$ cat src/rtl/if_fetch_stage_if.sv
// Instruction-memory request/response bundle between the fetch stage and imem.
// The master issues req/addr and the slave returns ready/rdata in the same cycle.
interface if_fetch_stage_if;
  logic        imem_req;
  logic [31:0] imem_addr;
  logic        imem_ready;
  logic [31:0] imem_rdata;

  modport master (
    output imem_req,
    output imem_addr,
    input  imem_ready,
    input  imem_rdata
  );

  modport slave (
    input  imem_req,
    input  imem_addr,
    output imem_ready,
    output imem_rdata
  );
endinterface

$ cat src/rtl/if_fetch_stage.sv
// MIPS IF stage: owns the PC and runs the imem handshake. It presents fetched words to IF-ID,
// with a hold buffer for downstream stalls and a drop state for redirects that hit a pending fetch.
module if_fetch_stage #(
  parameter logic [31:0] RESET_PC  = 32'h0000_0000,
  parameter logic [31:0] NOP_INSTR = 32'h0000_0000
) (
  input  logic                    clk,
  input  logic                    rst_n,
  if_fetch_stage_if.master        imem,
  input  logic                    stall_in,
  input  logic                    redirect_in,
  input  logic [31:0]             redirect_pc_in,
  output logic [31:0]             pc_4_out,
  output logic [31:0]             instr_out,
  output logic                    valid_out
);

  typedef enum logic [1:0] {
    S_FETCH = 2'b00,
    S_HOLD  = 2'b01,
    S_DROP  = 2'b10
  } state_e;

  state_e      state_q, state_d;
  logic [31:0] pc_q, pc_d;
  logic [31:0] hold_q, hold_d;
  logic [31:0] target_q, target_d;

  logic        req_s;
  logic        valid_s;
  logic [31:0] instr_s;
  logic [31:0] pc_plus4_s;
  logic [31:0] redirect_pc_s;

  assign pc_plus4_s    = pc_q + 32'd4;
  assign redirect_pc_s = redirect_pc_in & 32'hFFFF_FFFC;

  // State register: reset abandons any outstanding request and restarts at RESET_PC.
  always_ff @(posedge clk or negedge rst_n) begin
    if (!rst_n) begin
      state_q  <= S_FETCH;
      pc_q     <= RESET_PC & 32'hFFFF_FFFC;
      hold_q   <= NOP_INSTR;
      target_q <= RESET_PC & 32'hFFFF_FFFC;
    end else begin
      state_q  <= state_d;
      pc_q     <= pc_d;
      hold_q   <= hold_d;
      target_q <= target_d;
    end
  end

  // Next-state and handshake decode.
  always_comb begin
    state_d  = state_q;
    pc_d     = pc_q;
    hold_d   = hold_q;
    target_d = target_q;
    req_s    = 1'b0;
    valid_s  = 1'b0;
    instr_s  = NOP_INSTR;

    case (state_q)
      S_FETCH: begin
        req_s = 1'b1;
        if (redirect_in) begin
          if (imem.imem_ready) begin
            pc_d = redirect_pc_s;
          end else begin
            // pc keeps the old address so imem_addr stays stable until the drop completes
            target_d = redirect_pc_s;
            state_d  = S_DROP;
          end
        end else if (imem.imem_ready) begin
          valid_s = 1'b1;
          instr_s = imem.imem_rdata;
          if (stall_in) begin
            hold_d  = imem.imem_rdata;
            state_d = S_HOLD;
          end else begin
            pc_d = pc_plus4_s;
          end
        end else begin
          state_d = S_FETCH;
        end
      end

      S_HOLD: begin
        valid_s = 1'b1;
        instr_s = hold_q;
        if (redirect_in) begin
          hold_d  = NOP_INSTR;
          pc_d    = redirect_pc_s;
          state_d = S_FETCH;
        end else if (!stall_in) begin
          pc_d    = pc_plus4_s;
          state_d = S_FETCH;
        end else begin
          state_d = S_HOLD;
        end
      end

      S_DROP: begin
        req_s = 1'b1;
        if (imem.imem_ready) begin
          pc_d     = redirect_in ? redirect_pc_s : target_q;
          target_d = redirect_in ? redirect_pc_s : target_q;
          state_d  = S_FETCH;
        end else if (redirect_in) begin
          target_d = redirect_pc_s;
        end else begin
          state_d = S_DROP;
        end
      end

      default: begin
        state_d = S_FETCH;
      end
    endcase
  end

  assign imem.imem_addr = pc_q;
  assign pc_4_out       = pc_plus4_s;

  // Reset forces the request and the IF-ID view idle without waiting for a clock.
  always_comb begin
    if (rst_n) begin
      imem.imem_req = req_s;
      valid_out     = valid_s;
      instr_out     = instr_s;
    end else begin
      imem.imem_req = 1'b0;
      valid_out     = 1'b0;
      instr_out     = NOP_INSTR;
    end
  end

endmodule

$ cat src/flat_wrapper.sv
// flat-port wrapper written by rule: the top's interface ports become plain ports
module if_fetch_stage_flat 
#(
  parameter logic [31:0] RESET_PC  = 32'h0000_0000,
  parameter logic [31:0] NOP_INSTR = 32'h0000_0000
)
  (clk, rst_n, stall_in, redirect_in, redirect_pc_in, pc_4_out, instr_out, valid_out, imem_imem_req, imem_imem_addr, imem_imem_ready, imem_imem_rdata);
  if_fetch_stage_if imem_i ();
  input  logic clk;
  input  logic rst_n;
  input  logic stall_in;
  input  logic redirect_in;
  input  logic [31:0] redirect_pc_in;
  output logic [31:0] pc_4_out;
  output logic [31:0] instr_out;
  output logic valid_out;
  output wire logic [$bits(imem_i.imem_req)-1:0] imem_imem_req;
  output wire logic [$bits(imem_i.imem_addr)-1:0] imem_imem_addr;
  input wire logic [$bits(imem_i.imem_ready)-1:0] imem_imem_ready;
  input wire logic [$bits(imem_i.imem_rdata)-1:0] imem_imem_rdata;
  assign imem_imem_req = imem_i.imem_req;
  assign imem_imem_addr = imem_i.imem_addr;
  assign imem_i.imem_ready = imem_imem_ready;
  assign imem_i.imem_rdata = imem_imem_rdata;
  if_fetch_stage #(.RESET_PC(RESET_PC), .NOP_INSTR(NOP_INSTR)) u_core (.clk(clk), .rst_n(rst_n), .imem(imem_i), .stall_in(stall_in), .redirect_in(redirect_in), .redirect_pc_in(redirect_pc_in), .pc_4_out(pc_4_out), .instr_out(instr_out), .valid_out(valid_out));
endmodule
$ cat config.mk
export PLATFORM = sky130hd
export DESIGN_NAME = if_fetch_stage_flat
export DESIGN_NICKNAME = d
export VERILOG_FILES = /design/src/rtl/if_fetch_stage_if.sv /design/src/rtl/if_fetch_stage.sv /design/src/flat_wrapper.sv
export SDC_FILE = /design/constraint.sdc
export NUM_CORES = 1
export LEC_CHECK = 0
export CAP_MARGIN = 15
export CORE_MARGIN = 5
export CORE_UTILIZATION = 49
export CTS_BUF_LIST = sky130_fd_sc_hd__clkbuf_4 sky130_fd_sc_hd__clkbuf_8
export DETAILED_ROUTE_END_ITERATION = 8
export GPL_ROUTABILITY_DRIVEN = 0
export HOLD_SLACK_MARGIN = 0.06
export PLACE_DENSITY = 0.83
export SLEW_MARGIN = 20
export SYNTH_ARGS = -nofsm -noshare
export SYNTH_HDL_FRONTEND = slang
export SYNTH_SLANG_ARGS = --single-unit
export TNS_END_PERCENT = 30
$ cat constraint.sdc
create_clock -name clk -period 2.7 [get_ports clk]
set_input_delay 0.27 -clock clk [delete_from_list [all_inputs] [get_ports clk]]
set_output_delay 0.27 -clock clk [all_outputs]
set_load 0.01 [all_outputs]
# Word level (Yosys, flattened, before mapping)

Index checks and enable logic that the tools add are counted.

Bits in registers: 98
Input bits: 69
Output and inout bits: 98
Logic and storage cells: 61

Add/subtract/negate cells: 1
Eq/ne operators: 12
Muxes and demuxes: 35
Reductions and logical operators: 9

Operators by type and width:

| operator                                                         | count |
|---|---|
| 32-bit two-way mux                                               | 16 |
| 32-bit case mux with 2 select lines                              | 3 |
| 32-bit case mux with 3 select lines                              | 1 |
| 32-bit by 3-bit adder with 32-bit output (second input constant) | 1 |
| 2-bit two-way mux                                                | 7 |
| 2-bit inequality test (second input constant)                    | 7 |
| 3-bit inequality test (second input constant)                    | 3 |
| 3-bit AND reduction                                              | 3 |
| 1-bit two-way mux                                                | 6 |
| 2-bit case mux with 3 select lines                               | 1 |
| 5-bit AND reduction                                              | 1 |
| 2-bit nonzero test                                               | 2 |
| 3-bit nonzero test                                               | 1 |
| 2-bit by 1-bit == test with 1-bit output (second input constant) | 1 |
| 2-bit == test (second input constant)                            | 1 |
| 2-bit zero test                                                  | 1 |
| 1-bit case mux with 2 select lines                               | 1 |
| 2-bit OR reduction                                               | 1 |

# Logic depth before layout (Yosys ltp)

Depth after elaboration: 5
Gate-level depth with buffers: 8
Mapped depth without buffers: 6

# Worst setup path after synthesis

OpenSTA, ideal clock, no wires.

Path type: register -> output
Start: register u_core.pc_q[2] (netlist: u_core.imem.imem_addr[2])
End: output pc_4_out[22]
Arrival time: 1.902 ns
Required time: 2.430 ns
Path slack: 0.528 ns
Stages on the path, launching flop included: 6
Path buffers: 0
Cell sequence: dfrtp_1 -> ha_1 -> nand4_4 -> or4_4 -> or2_4 -> xnor2_1

Longest elaborated chain between the ends: 1

Ends and longest elaborated chain:

| what                                     | RTL line             | text |
|---|---|---|
| start: declaration                       | if_fetch_stage.sv:25 | `logic [31:0] pc_q, pc_d;` |
| start signal: assignment                 | if_fetch_stage.sv:42 | `pc_q <= RESET_PC & 32'hFFFF_FFFC;` |
| start signal: assignment                 | if_fetch_stage.sv:47 | `pc_q <= pc_d;` |
| 32-bit by 3-bit adder with 32-bit output | if_fetch_stage.sv:35 | `assign pc_plus4_s = pc_q + 32'd4;` |
| end: declaration                         | flat_wrapper.sv:14   | `output logic [31:0] pc_4_out;` |

No other way between the ends.

# Worst setup path after layout

Start: register u_core.pc_q[2] (netlist: u_core.imem.imem_addr[2])
End: output pc_4_out[26]

The elaborated chain is that of the path after synthesis.

==> flow_summary_export.csv <==
group,metric,value,unit
synth,ys_async_sr_fraction,1.00,
cells_and_area,n_fill_cell,856,
min_path,min_from,"imem_imem_rdata[20]",
die,start_util,0.494,
synth,ys_types,53,
die,ios,167,
placed_design,hpwl,12100,um
critical_path,worstSetupPathType,"reg -> out",
global_route,grt_use_total,0.253,
critical_path,reg2reg_slack,0.65,ns
routing,firstDrtPassIters,5,
clock_tree,htree_levels,3,
timing,post-route-min-period,2.70,ns
pwr,powerDensity,571,mW/mm^2
clock_tree,cts_root_buffer,"clkbuf_8",
pwr,leakage,3.37,nW
pwr,irDropWorstVdd,0.294,mV
run,maxCapViolations,0,
routing,drcViolationCount,0,
cells_and_area,drive_gt1_frac,0.165,
cells_and_area,final_nets,877,
placed_design,place_ws,0.103,ns
routing,drtAntennaViolNets,0,
min_path,whs_path_depth,3,
timing,hold_viol_final,0,
synth,synthCells,630,
routing,drt-total-wl,17300,um
global_route,grt_max_degree,65,
critical_path,critPathLaunchType,"flop",
synth,synth-edff-count,0,
cells_and_area,mostFrequentLayoutCell,"clkdlybuf4s50_1",
outcome,status,"finished, final reports clean",
critical_path,crit_arrival,2.43,ns
clock_tree,clkTransAtPathRegs,0.09,ns
synth,synthFlopType,"dfrtp_1",
min_path,holdCritPathClass,"in -> reg",
synth,syn_area_per_cell,8.84,um^2
timing,worst_pin_slew,0.967,ns
die,fp.dieW,117,um
timing,fmax,371,MHz
timing,relSlewSlack,0.355,
synth,seq_area_frac_synth,0.440,
synth,yosys_warnings,0,
clock_tree,cts_tree,"built",
clock_tree,cts_buffer_depth,2,
timing,setup_viol,0,
die,rows,39,
timing,layout_setup_ws,0.00304,ns
cells_and_area,antenna_cells,0,
global_route,globalRouteOverflowTotal,0,
die,fp.dieH,117,um
critical_path,rr_endpoint,"u_core.imem.imem_addr[22]",
routing,vias,5648,
critical_path,crit_path_end_kind,"output pin",
min_path,holdPathEnd,"u_core.hold_q[20]",
timing,rsz0062_at_grt,"yes",
clock_tree,numCtsBuffers,9,
synth,synth_area,0.00557,mm^2
timing,setup_tns,0,ns
timing,slew_viol_final,0,
timing,whs,0.464,ns
routing,drt_iter0_markers,481,
critical_path,worstPathRequired,2.43,ns
global_route,grt_pass1_wl,27300,um
clock_tree,clock_latency,0.37,ns
synth,ys_ff_latch,98,
routing,routedWlPerCell,18.2,um
placed_design,port_buffers,164,
critical_path,cp_max_fo,4,
routing,via_per_inst,5.91,
global_route,grt_pass1_vias,5558,
timing,skew,0.0131,ns
critical_path,crit_start,"u_core.imem.imem_addr[2]",
die,fp.dieArea,0.0136,mm^2
die,core_area,0.0113,mm^2
cells_and_area,fin_util,0.696,
cells_and_area,syn_to_final_growth,40.9,%
critical_path,r2r-start,"u_core.imem.imem_addr[2]",
global_route,antenna_found_initial,0,
critical_path,rr_worst_depth,6,
synth,synth_nets,700,
clock_tree,cts.sink_count,98,
cells_and_area,layout_common_cells,"152 x clkdlybuf4s50_1, 98 x nand2_1, 89 x dfrtp_1, 66 x nor2_1, 57 x o21ai_0",
timing,fin_crit_sh,0.999,
==> layout make-up <==
| type | instances | area [um^2] | share of cell area |
|---|---|---|---|
| Clock inverter | 6 | 42.5 | 0.00542 |
| Multi-Input combinational cell | 471 | 2930 | 0.373 |
| Tap cell | 143 | 179 | 0.0228 |
| Clock buffer | 10 | 138 | 0.0175 |
| Sequential cell | 98 | 2460 | 0.314 |
| Timing Repair Buffer | 216 | 2060 | 0.262 |
| Inverter | 11 | 41.3 | 0.00526 |
==> kinds of logic (layout without fill, tap and decap cells) <==
family,after synthesis,in the layout,share of synthesized area
adder cells (fa/ha/maj),1,1,0.00225
multiplexers,30,30,0.0606
flip-flops,98,98,0.440
XOR/XNOR,28,28,0.0440
buffers and inverters,61,243,0.0532
AO/OA/AOI/OAI,171,171,0.199
AND/OR/NAND/NOR,241,241,0.200
==> per-layer routing <==
layer  part of all wire  wire length (um)  GRT usage  vias up
li1                   -                 -          -     2594
met1               0.39              6780      0.319     2718
met2               0.48              8410      0.415      300
met3               0.10              1790     0.0751       36
met4              0.021               357     0.0887        0
met5                  0                 0          0        -
==> power breakdown <==
group | switching, mW | leakage, nW | internal (mW)
registers | 0.238 | 1.19 | 1.76
logic | 0.752 | 2.10 | 0.842
clock network | 0.532 | 0.0882 | 0.360
==> synth_stat cells (all sizes together), types with 12 or more instances <==
library cell	number	area share
buf	12	0.017
xnor2	20	0.031
a21oi	26	0.023
clkbuf	38	0.029
and3	21	0.024
dfrtp	98	0.44
o21ai	57	0.051
nor2	67	0.045
nand3	17	0.015
nand2	100	0.067
a22oi	33	0.044
mux2	30	0.061
==> critical path, stage by stage, from the launching register on <==
cell and delay (ns):
dfrtp_1 0.36, ha_2 0.21, nand4_4 0.16, nor4_4 0.48
nand2_2 0.14, xnor2_1 0.15, clkdlybuf4s50_1 0.57
==> registers in the layout (all words and copies together) (netlist names) <==
signal,count
u_core.target_q,32
u_core.hold_q,32
u_core.state_q,2
u_core.imem.imem_addr,32
==> through the flow <==
stage / power, mW / std cells / instance area, um^2
detailed placement: 3.54 / 924 / 7450
CTS: 4.45 / 947 / 7720
global placement: 3.47 / 924 / 7450
global route: 4.73 / 955 / 7850
finish: 4.48 / 955 / 7850
floorplan: 2.71 / 630 / 5570
==> worst max path at each step <==
| stage | endpoint | slack (ns) | cells after the start |
|---|---|---|---|
| 4_1_cts | pc_4_out[20] | -0.08 | 6 |
| 5_1_grt | pc_4_out[16] | -0.1 | 6 |
| 3_3_place_gp | u_core.target_q[24] | 0.14 | 6 |
| 6_report | pc_4_out[26] | 0.003 | 6 |
| 3_5_place_dp | u_core.target_q[8] | 0.10 | 6 |
| 2_1_floorplan | pc_4_out[22] | 0.53 | 5 |
==> what timing repair did <==
| item | CTS | global route |
|---|---|---|
| resized for setup | 18 | 22 |
| pin swaps | 3 | 12 |
| hold endpoints to repair | 48 | 0 |
| gates cloned | 1 | 0 |
| setup endpoints to repair | 20 | 41 |
| hold buffers | 1 | 0 |
| buffers inserted | 5 | 8 |
Note: power is estimated with default switching activity, not from simulation.
